$ cat config.mk
export PLATFORM = sky130hd
export DESIGN_NAME = rect_fill_renderer
export DESIGN_NICKNAME = d
export VERILOG_FILES = /design/src/rtl/rect_fill_renderer.sv
export SDC_FILE = /design/constraint.sdc
export NUM_CORES = 1
export LEC_CHECK = 0
export ABC_CLOCK_PERIOD_IN_PS = 6400
export BUFFER_PORTS_ARGS = -buffer_cell sky130_fd_sc_hd__buf_2
export CAP_MARGIN = 20
export CORE_MARGIN = 3
export CORE_UTILIZATION = 60
export DETAILED_ROUTE_END_ITERATION = 16
export PLACE_DENSITY = 0.81
export SYNTH_ARGS = -nofsm -noshare
export SYNTH_HDL_FRONTEND = slang
export SYNTH_SLANG_ARGS = --single-unit
$ cat constraint.sdc
create_clock -name clk_sys -period 6.4 [get_ports clk_sys]
set_clock_uncertainty 0.2 [all_clocks]
set_input_delay 1.28 -clock clk_sys [delete_from_list [all_inputs] [get_ports clk_sys]]
set_output_delay 1.28 -clock clk_sys [all_outputs]
set_load 0.005 [all_outputs]
$ cat src/rtl/rect_fill_renderer.sv
// Filled-rectangle renderer: turns (x, y, w, h, colour) commands into one
// frame-buffer pixel write per clock, row-major, clipped to the frame.
module rect_fill_renderer #(
    parameter int unsigned W      = 320,
    parameter int unsigned H      = 240,
    parameter int unsigned DATA_W = 16,
    parameter int unsigned ADDR_W = 17,
    parameter int unsigned XW     = 9,
    parameter int unsigned YW     = 8
) (
    input  logic              clk_sys,
    input  logic              rst,
    input  logic              cmd_valid,
    output logic              cmd_ready,
    input  logic [XW-1:0]     cmd_x,
    input  logic [YW-1:0]     cmd_y,
    input  logic [XW-1:0]     cmd_w,
    input  logic [YW-1:0]     cmd_h,
    input  logic [DATA_W-1:0] cmd_color,
    output logic              busy,
    output logic              done,
    output logic              fb_en,
    output logic              fb_we,
    output logic [ADDR_W-1:0] fb_addr,
    output logic [DATA_W-1:0] fb_din
);

    localparam int unsigned XEW = XW + 1;
    localparam int unsigned YEW = YW + 1;

    typedef enum logic [1:0] {
        S_IDLE,
        S_SETUP,
        S_DRAW,
        S_DONE
    } state_t;

    state_t state, state_n;

    logic [XW-1:0]     x_q, w_q, cx;
    logic [YW-1:0]     y_q, h_q, cy;
    logic [DATA_W-1:0] color_q;
    logic [XEW-1:0]    x_end;
    logic [YEW-1:0]    y_end;
    logic [ADDR_W-1:0] row_base;

    logic              accept;
    logic              empty;
    logic              col_last;
    logic              row_last;
    logic [XEW-1:0]    x_sum, x_end_n;
    logic [YEW-1:0]    y_sum, y_end_n;
    logic [ADDR_W-1:0] top_base;

    // Next-state logic plus clipping / end-of-row decode
    always_comb begin
        state_n  = state;
        accept   = cmd_valid && cmd_ready;
        x_sum    = XEW'(x_q) + XEW'(w_q);
        y_sum    = YEW'(y_q) + YEW'(h_q);
        x_end_n  = (x_sum > XEW'(W)) ? XEW'(W) : x_sum;
        y_end_n  = (y_sum > YEW'(H)) ? YEW'(H) : y_sum;
        empty    = (w_q == '0) || (h_q == '0) ||
                   (XEW'(x_q) >= XEW'(W)) || (YEW'(y_q) >= YEW'(H));
        top_base = ADDR_W'(y_q) * ADDR_W'(W);
        col_last = (XEW'(cx) + XEW'(1)) == x_end;
        row_last = (YEW'(cy) + YEW'(1)) == y_end;

        case (state)
            S_IDLE:  if (accept) state_n = S_SETUP;
            S_SETUP: state_n = empty ? S_DONE : S_DRAW;
            S_DRAW:  if (col_last && row_last) state_n = S_DONE;
            S_DONE:  state_n = S_IDLE;
            default: state_n = S_IDLE;
        endcase
    end

    // State register
    always_ff @(posedge clk_sys) begin
        if (rst) state <= S_IDLE;
        else     state <= state_n;
    end

    // Command latch, pixel walker and registered outputs (decoded from next state)
    always_ff @(posedge clk_sys) begin
        if (rst) begin
            cmd_ready <= 1'b1;
            busy      <= 1'b0;
            done      <= 1'b0;
            fb_en     <= 1'b0;
            fb_we     <= 1'b0;
            fb_addr   <= '0;
            fb_din    <= '0;
            x_q       <= '0;
            y_q       <= '0;
            w_q       <= '0;
            h_q       <= '0;
            color_q   <= '0;
            cx        <= '0;
            cy        <= '0;
            x_end     <= '0;
            y_end     <= '0;
            row_base  <= '0;
        end else begin
            cmd_ready <= (state_n == S_IDLE);
            busy      <= (state_n != S_IDLE);
            done      <= (state_n == S_DONE);
            fb_en     <= (state_n == S_DRAW);
            fb_we     <= (state_n == S_DRAW);

            case (state)
                S_IDLE: begin
                    if (accept) begin
                        x_q     <= cmd_x;
                        y_q     <= cmd_y;
                        w_q     <= cmd_w;
                        h_q     <= cmd_h;
                        color_q <= cmd_color;
                    end
                end
                S_SETUP: begin
                    x_end    <= x_end_n;
                    y_end    <= y_end_n;
                    cx       <= x_q;
                    cy       <= y_q;
                    row_base <= top_base;
                    if (!empty) begin
                        fb_addr <= top_base + ADDR_W'(x_q);
                        fb_din  <= color_q;
                    end
                end
                S_DRAW: begin
                    if (!(col_last && row_last)) begin
                        if (col_last) begin
                            cx       <= x_q;
                            cy       <= cy + YW'(1);
                            row_base <= row_base + ADDR_W'(W);
                            fb_addr  <= row_base + ADDR_W'(W) + ADDR_W'(x_q);
                        end else begin
                            cx      <= cx + XW'(1);
                            fb_addr <= fb_addr + ADDR_W'(1);
                        end
                    end
                end
                default: ;
            endcase
        end
    end

endmodule

## Word level (Yosys, flattened, before mapping)

Cells that the tools add are included.

| cells by class | value |
|---|---|
| order comparisons | 4 |
| multiplexer cells | 19 |
| reduce and logical (&&, ||, !) cells | 16 |
| add/subtract/negate cells | 10 |
| eq/ne operators | 10 |
| multiply operators | 1 |
| bitwise gates (word level) | 1 |

Operators with widths:

| kind | number |
|---|---|
| 2-to-1 mux 17 bit | 5 |
| case mux 17 bit (2 select lines) | 2 |
| adder 17 x 9 -> 17 bit | 2 |
| 2-to-1 mux 9 bit | 3 |
| case mux 9 bit (2 select lines) | 1 |
| adder 17 x 1 -> 17 bit, second input constant | 1 |
| adder 17 x 9 -> 17 bit, second input constant | 1 |
| 2-to-1 mux 8 bit | 2 |
| case mux 8 bit (2 select lines) | 1 |
| multiplier 8 x 3 -> 11 bit, second input constant | 1 |
| adder 9 x 1 -> 10 bit, second input constant | 1 |
| adder 9 x 9 -> 10 bit | 1 |
| equality test 10 bit | 1 |
| greater-than comparator 10 x 9 -> 1 bit, second input constant | 1 |
| 2-to-1 mux 10 bit | 1 |
| adder 8 x 1 -> 9 bit, second input constant | 1 |
| adder 8 x 8 -> 9 bit | 1 |
| adder 9 x 1 -> 9 bit, second input constant | 1 |
| equality test 9 bit | 1 |
| >= comparator 9 bit, second input constant | 1 |
| greater-than comparator 9 x 8 -> 1 bit, second input constant | 1 |
| zero test 9 bit | 1 |
| adder 8 x 1 -> 8 bit, second input constant | 1 |
| equality test 2 bit, second input constant | 4 |
| 14 further kinds | 25 |

| word-level totals | value |
|---|---|
| flip-flop bits (word level) | 142 |
| bits of input ports | 53 |

## Logic depth before layout (Yosys ltp)

| logic depth | value |
|---|---|
| depth after elaboration | 7 |
| depth in mapped cells | 12 |

## Worst setup path before layout

OpenSTA, ideal clock, no wires.

| timing | value |
|---|---|
| path kind | reg-to-reg |
| from | reg cy[0] |
| to | reg fb_addr[13] |
| path buffers | 1 |
| required time | 6.070 ns |
| data arrival time | 2.710 ns |
| stages on the path, launching flop included | 10 |
| setup slack | 3.360 ns |
| library setup time | 0.130 ns |
| cell sequence | dfxtp_1 ha_1 nand3_1 or3_1 a2111oi_2 o2111ai_2 o41a_1 buf_6 o2111ai_1 o32ai_2 |

| on the way | value |
|---|---|
| word-level cells in the longest chain between the ends | 5 |

RTL lines:

| element | RTL line | source |
|---|---|---|
| from (decl) | 41 | `logic [YW-1:0] y_q, h_q, cy;` |
| from (signal assigned) | 125 | `cy <= y_q;` |
| from (signal assigned) | 136 | `cy <= cy + YW'(1);` |
| adder 8 x 1 -> 9 bit | 67 | `row_last = (YEW'(cy) + YEW'(1)) == y_end;` |
| equality test 9 bit | 67 |  |
| logical AND 1 bit | 133 | `if (!(col_last && row_last)) begin` |
| != test 2 bit (no source line) | -- |  |
| AND reduction 3 bit (no source line) | -- |  |
| to (signal assigned) | 128 | `fb_addr <= top_base + ADDR_W'(x_q);` |
| to (signal assigned) | 138 | `fb_addr <= row_base + ADDR_W'(W) + ADDR_W'(x_q);` |
| to (signal assigned) | 141 | `fb_addr <= fb_addr + ADDR_W'(1);` |
| to (decl) | 24 | `output logic [ADDR_W-1:0] fb_addr,` |

Every way passes these cells.
A chain may end at the register's enable or synchronous reset.

## Final worst setup path

| timing | value |
|---|---|
| from | reg cx[0] |
| to | reg fb_addr[5] |

| on the way | value |
|---|---|
| word-level cells in the longest chain between the ends | 5 |
| elaborated cells between the ends (all ways) | 8 |
| classes of those cells | 1 x add/sub; 2 x eq/ne; 3 x mux; 2 x reduce/logical |

RTL lines:

| element | RTL line | source |
|---|---|---|
| from (decl) | 40 | `logic [XW-1:0] x_q, w_q, cx;` |
| from (signal assigned) | 124 | `cx <= x_q;` |
| from (signal assigned) | 135 | `cx <= x_q;` |
| from (signal assigned) | 140 | `cx <= cx + XW'(1);` |
| adder 9 x 1 -> 10 bit (*) | 66 | `col_last = (XEW'(cx) + XEW'(1)) == x_end;` |
| equality test 10 bit (*) | 66 |  |
| 2-to-1 mux 17 bit or logical AND 1 bit (tied branches) | 134, 133 |  |
| 2-to-1 mux 17 bit or != test 2 bit (tied branches) | -- |  |
| case mux 17 bit (2 select lines) or AND reduction 3 bit (tied branches) | -- |  |

Mark *: on every way between the ends. The rest lies on a longest branch, timed or not. The select of a mux whose other input is x is not followed.

==> out/metrics.sh <==
YS_FF_LATCH=136
SYN_AREA_UM2=8570
DIE_WIDTH_UM=125
CRITICAL_PATH.STARTPOINT='cx[0]'
DRIVE_ABOVE_1_SHARE_PCT=14.6
SYNTH_FLOP_CELL='dfxtp_1'
ROUTE.ANTENNA.REMAINING_NETS=0
IOPINCOUNT=91
SYNTH_ASYNC_SR_FLOP_SHARE_PCT=0
POST-CTS-SETUP-BUFFERS=0
WORST_PATH_DOMINANT_CELL_FAMILY='compound AO/OA/AOI/OAI gates'
FINALWORSTSETUPSLACK_NS=2.72
CTS_TREE='built'
DRC_ERRORS=0
RR_WORST_DEPTH=8
CTS_HOLD_BUF=0
INITIAL_UTILIZATION_PCT=61.5
CRIT_PATH_END_KIND='flip-flop'
GRT_ANTENNA_BEFORE_REPAIR=2
DRT-INITIAL-DRC-COUNT=913
INSERTION_DELAY_NS=0.43
REG2REG_TO='fb_addr[5]'
CAP_VIOL_MAX_COUNT=0
DETAIL_ROUTE.WIRELENGTH_MM=22.9
CP.ARRIVAL_NS=3.76
WORSTSETUPPATHDEPTH=8
FIRST_PASS_ITERS=5
MAXSLEWHEADROOM_PCT=29.4
PORT_BUFFERS=90
PWR_DENSITY_CELL_nW_PER_UM2=397
DIE_EXTENT_IN_Y_UM=125
CRIT_END='fb_addr[5]'
N_FILL_CELL=1161
MAXCLOCKFREQUENCY_MHz=272
NUM-NETS-FINAL=1219
TIMING_WORST_SETUP_PATH_TYPE='reg -> reg'
NUMBER_OF_VIAS_AFTER_DETAILED_ROUTING=8208
HOLD_WS_NS=0.254
ANTENNA_CELLS_INSERTED=0
DR_WL_CELL_UM=17.4
NUMBER_OF_ENABLE_FLIP_FLOP_CELLS_AFTER_SYNTHESIS=0
REGTOREGSTARTPOINT='cx[0]'
UNREPAIRED_SETUP_ENDPOINTS_AFTER_GLOBAL_ROUTING='false'
GRT_START_MAX_NET_PINS=65
HP-START='color_q[2]'
REPORT.FINAL.SETUP_VIOL=0
SYNTH.LIB_CELLS_USED.DISTINCT=78
FIN_CRIT_SH_PCT=57.5
FINAL_HOLD_VIOL_COUNT=0
DETAIL_ROUTE.VIAS_PER_CELL=6.26
CRIT_PATH_CELL_TRACE='ha_1 > nand3b_1 > a221o_1 > a2111oi_2 > nand2_1 > o41a_1 > nand2_1 > o32ai_1'
CRITICAL_PATH.MAX_FANOUT=17
HTREEDEPTH=4
HP-CLASS='reg -> reg'
PRE_CTS_WS_NS=2.36
LAYOUT.CELLS.MOST_COMMON_LIST='nand2_1 (173), dfxtp_1 (136), a21oi_1 (99)'
DIE_AREA_UM2=15700
CTS-ROOT-BUF='clkbuf_16'
SETUP.REG_TO_REG.WORST_SLACK_NS=2.72
FIRST_PASS_GRT_WIRE_LENGTH_MM=37.2
WORST_PIN_SLEW_NS=1.06
CTS_RESIZED=0
REPORT.FINAL.SLEW_VIOL_COUNT=0
CPPEAKSTAGEDELAY_NS=0.81
CRIT_TOP_CELL='nand2_1'
TIMING.CRITICAL_PATH.BUF_INV=0
SYN2LAYOUT_AREA_GROWTH_PCT=11.7
CLOCK_SINK_COUNT=136
GRT_OVERFLOW_TOTAL=0
KIND_OF_LAUNCH_POINT_OF_THE_WORST_SETUP_PATH='flip-flop'
DPL-INSTANCE-AREA_UM2=9000
CRITICAL_PATH_SLOWEST_STAGE_CELL='o41a_1'
SYNTH.NET_COUNT=1168
FIN_AREA_UM2=9570
SYN_INST=1067
SETUP_TOTAL_NEGATIVE_SLACK_NS=0
FINAL_PERIOD_MINUS_WORST_SETUP_SLACK_NS=3.68
FINISH.UTILIZATION_PCT=68.7
DP_HPWL_MM=15.8
CRIT_REQUIRED_NS=6.48
NUMBER_OF_WARNINGS_ISSUED_BY_YOSYS=0
GP_CONGESTION=0.921
CLK_PIN_SLEW_NS=0.07
GLOBALROUTETOTALUTIL_PCT=28.5
LEAK_PWR_uW=0.00383
NUMBER_OF_BUFFERS_CREATED_BY_CTS=17
CORE_UM2=13900
ROWS=43
SYNTH.YOSYS.SEQ_AREA_SHARE_PCT=31.8
FIRST_GLOBAL_VIAS=7382
SYNTH.AVG_CELL_AREA_UM2=8.03
RUN_STATUS='complete, no violations'
IR_WORST_VDD_mV=0.233
LAYOUT.CELLS.MOST_COMMON='nand2_1'
CTS-ROOT-TO-SINK-BUFFERS=2
[worst min-delay path by stage]
stage	end	cells after the start
after floorplan	color_q[0]	2
after global placement	color_q[5]	2
after detailed placement	color_q[6]	2
after CTS	color_q[2]	2
after global routing	color_q[7]	2
final	color_q[2]	2
[per-stage QoR]
step                cells  total power [µW]
floorplan            1067              2430
global placement     1278              2780
detailed placement   1279              2820
CTS                  1311              3770
global route         1311              4020
finish               1311              3800
[cell usage after synthesis (11+ instances only)]
cell type  number  area, µm²
nor2_1         63        236
nand3_1        30        150
xor2_1         20        175
a21o_1         11       82.6
a21oi_1        99        495
o21ai_0        32        160
dfxtp_1       136       2720
mux2i_1        26        260
nand4_1        16        100
and2_1         17        106
o32ai_1        15        131
clkbuf_1       42        158
nor3_1         29        145
ha_1           44        551
nand2_1       173        649
o211ai_1       20        150
xnor2_1        38        333
a211oi_1       12       90.1
inv_1          31        116
[cell families (layout without fill, tap and decap cells)]
kind of cell / after synthesis / in the layout / share of synthesized area, %
fa+ha+maj: 48 / 48 / 7.36
compound gates: 303 / 303 / 25.2
buf+inv: 96 / 160 / 4.76
mux: 27 / 27 / 3.17
other cells: 1 / 1 / 0.0438
simple gates: 398 / 398 / 21.7
xor+xnor: 58 / 58 / 5.93
flops: 136 / 136 / 31.8
[metal layers]
layer / vias to the layer above / global-route usage, % / share of wire, %
li1: 4007 / - / -
met5: - / 0 / 0.16
met2: 353 / 43.8 / 45
met1: 3800 / 39.2 / 44
met3: 44 / 7.52 / 8.7
met4: 4 / 8.74 / 1.8
[flip-flops by register name, indices dropped and copies added (netlist names)]
signal and count:
w_q 9, fb_addr 17, done 1, busy 1
x_end 10, fb_we 1, cx 9, y_q 8
color_q 16, row_base 11, cy 8, fb_din 16
state 2, cmd_ready 1, y_end 9, h_q 8
x_q 9
[worst reg2reg max path, cell delays in order (launching register included)]
cell       delay, ns
dfxtp_1         0.45
ha_1            0.37
nand3b_1        0.12
a221o_1         0.36
a2111oi_2       0.39
nand2_1         0.45
o41a_1          0.81
nand2_1         0.28
o32ai_1         0.12
[report_power, final]
| part | switching (µW) | internal, µW |
|---|---|---|
| Combinational | 988 | 605 |
| Sequential | 228 | 1020 |
| Clock | 411 | 542 |
| Total | 1630 | 2170 |
[area by class of cell]
class,instances,area [µm²],area share (%)
Multi-Input combinational cell,835,5440,56.9
Sequential cell,136,2720,28.4
Timing Repair Buffer,95,490,5.12
Clock buffer,17,425,4.44
Tap cell,180,225,2.35
Clock inverter,15,141,1.48
Inverter,33,124,1.29
Power figures use the tool's default switching activity.
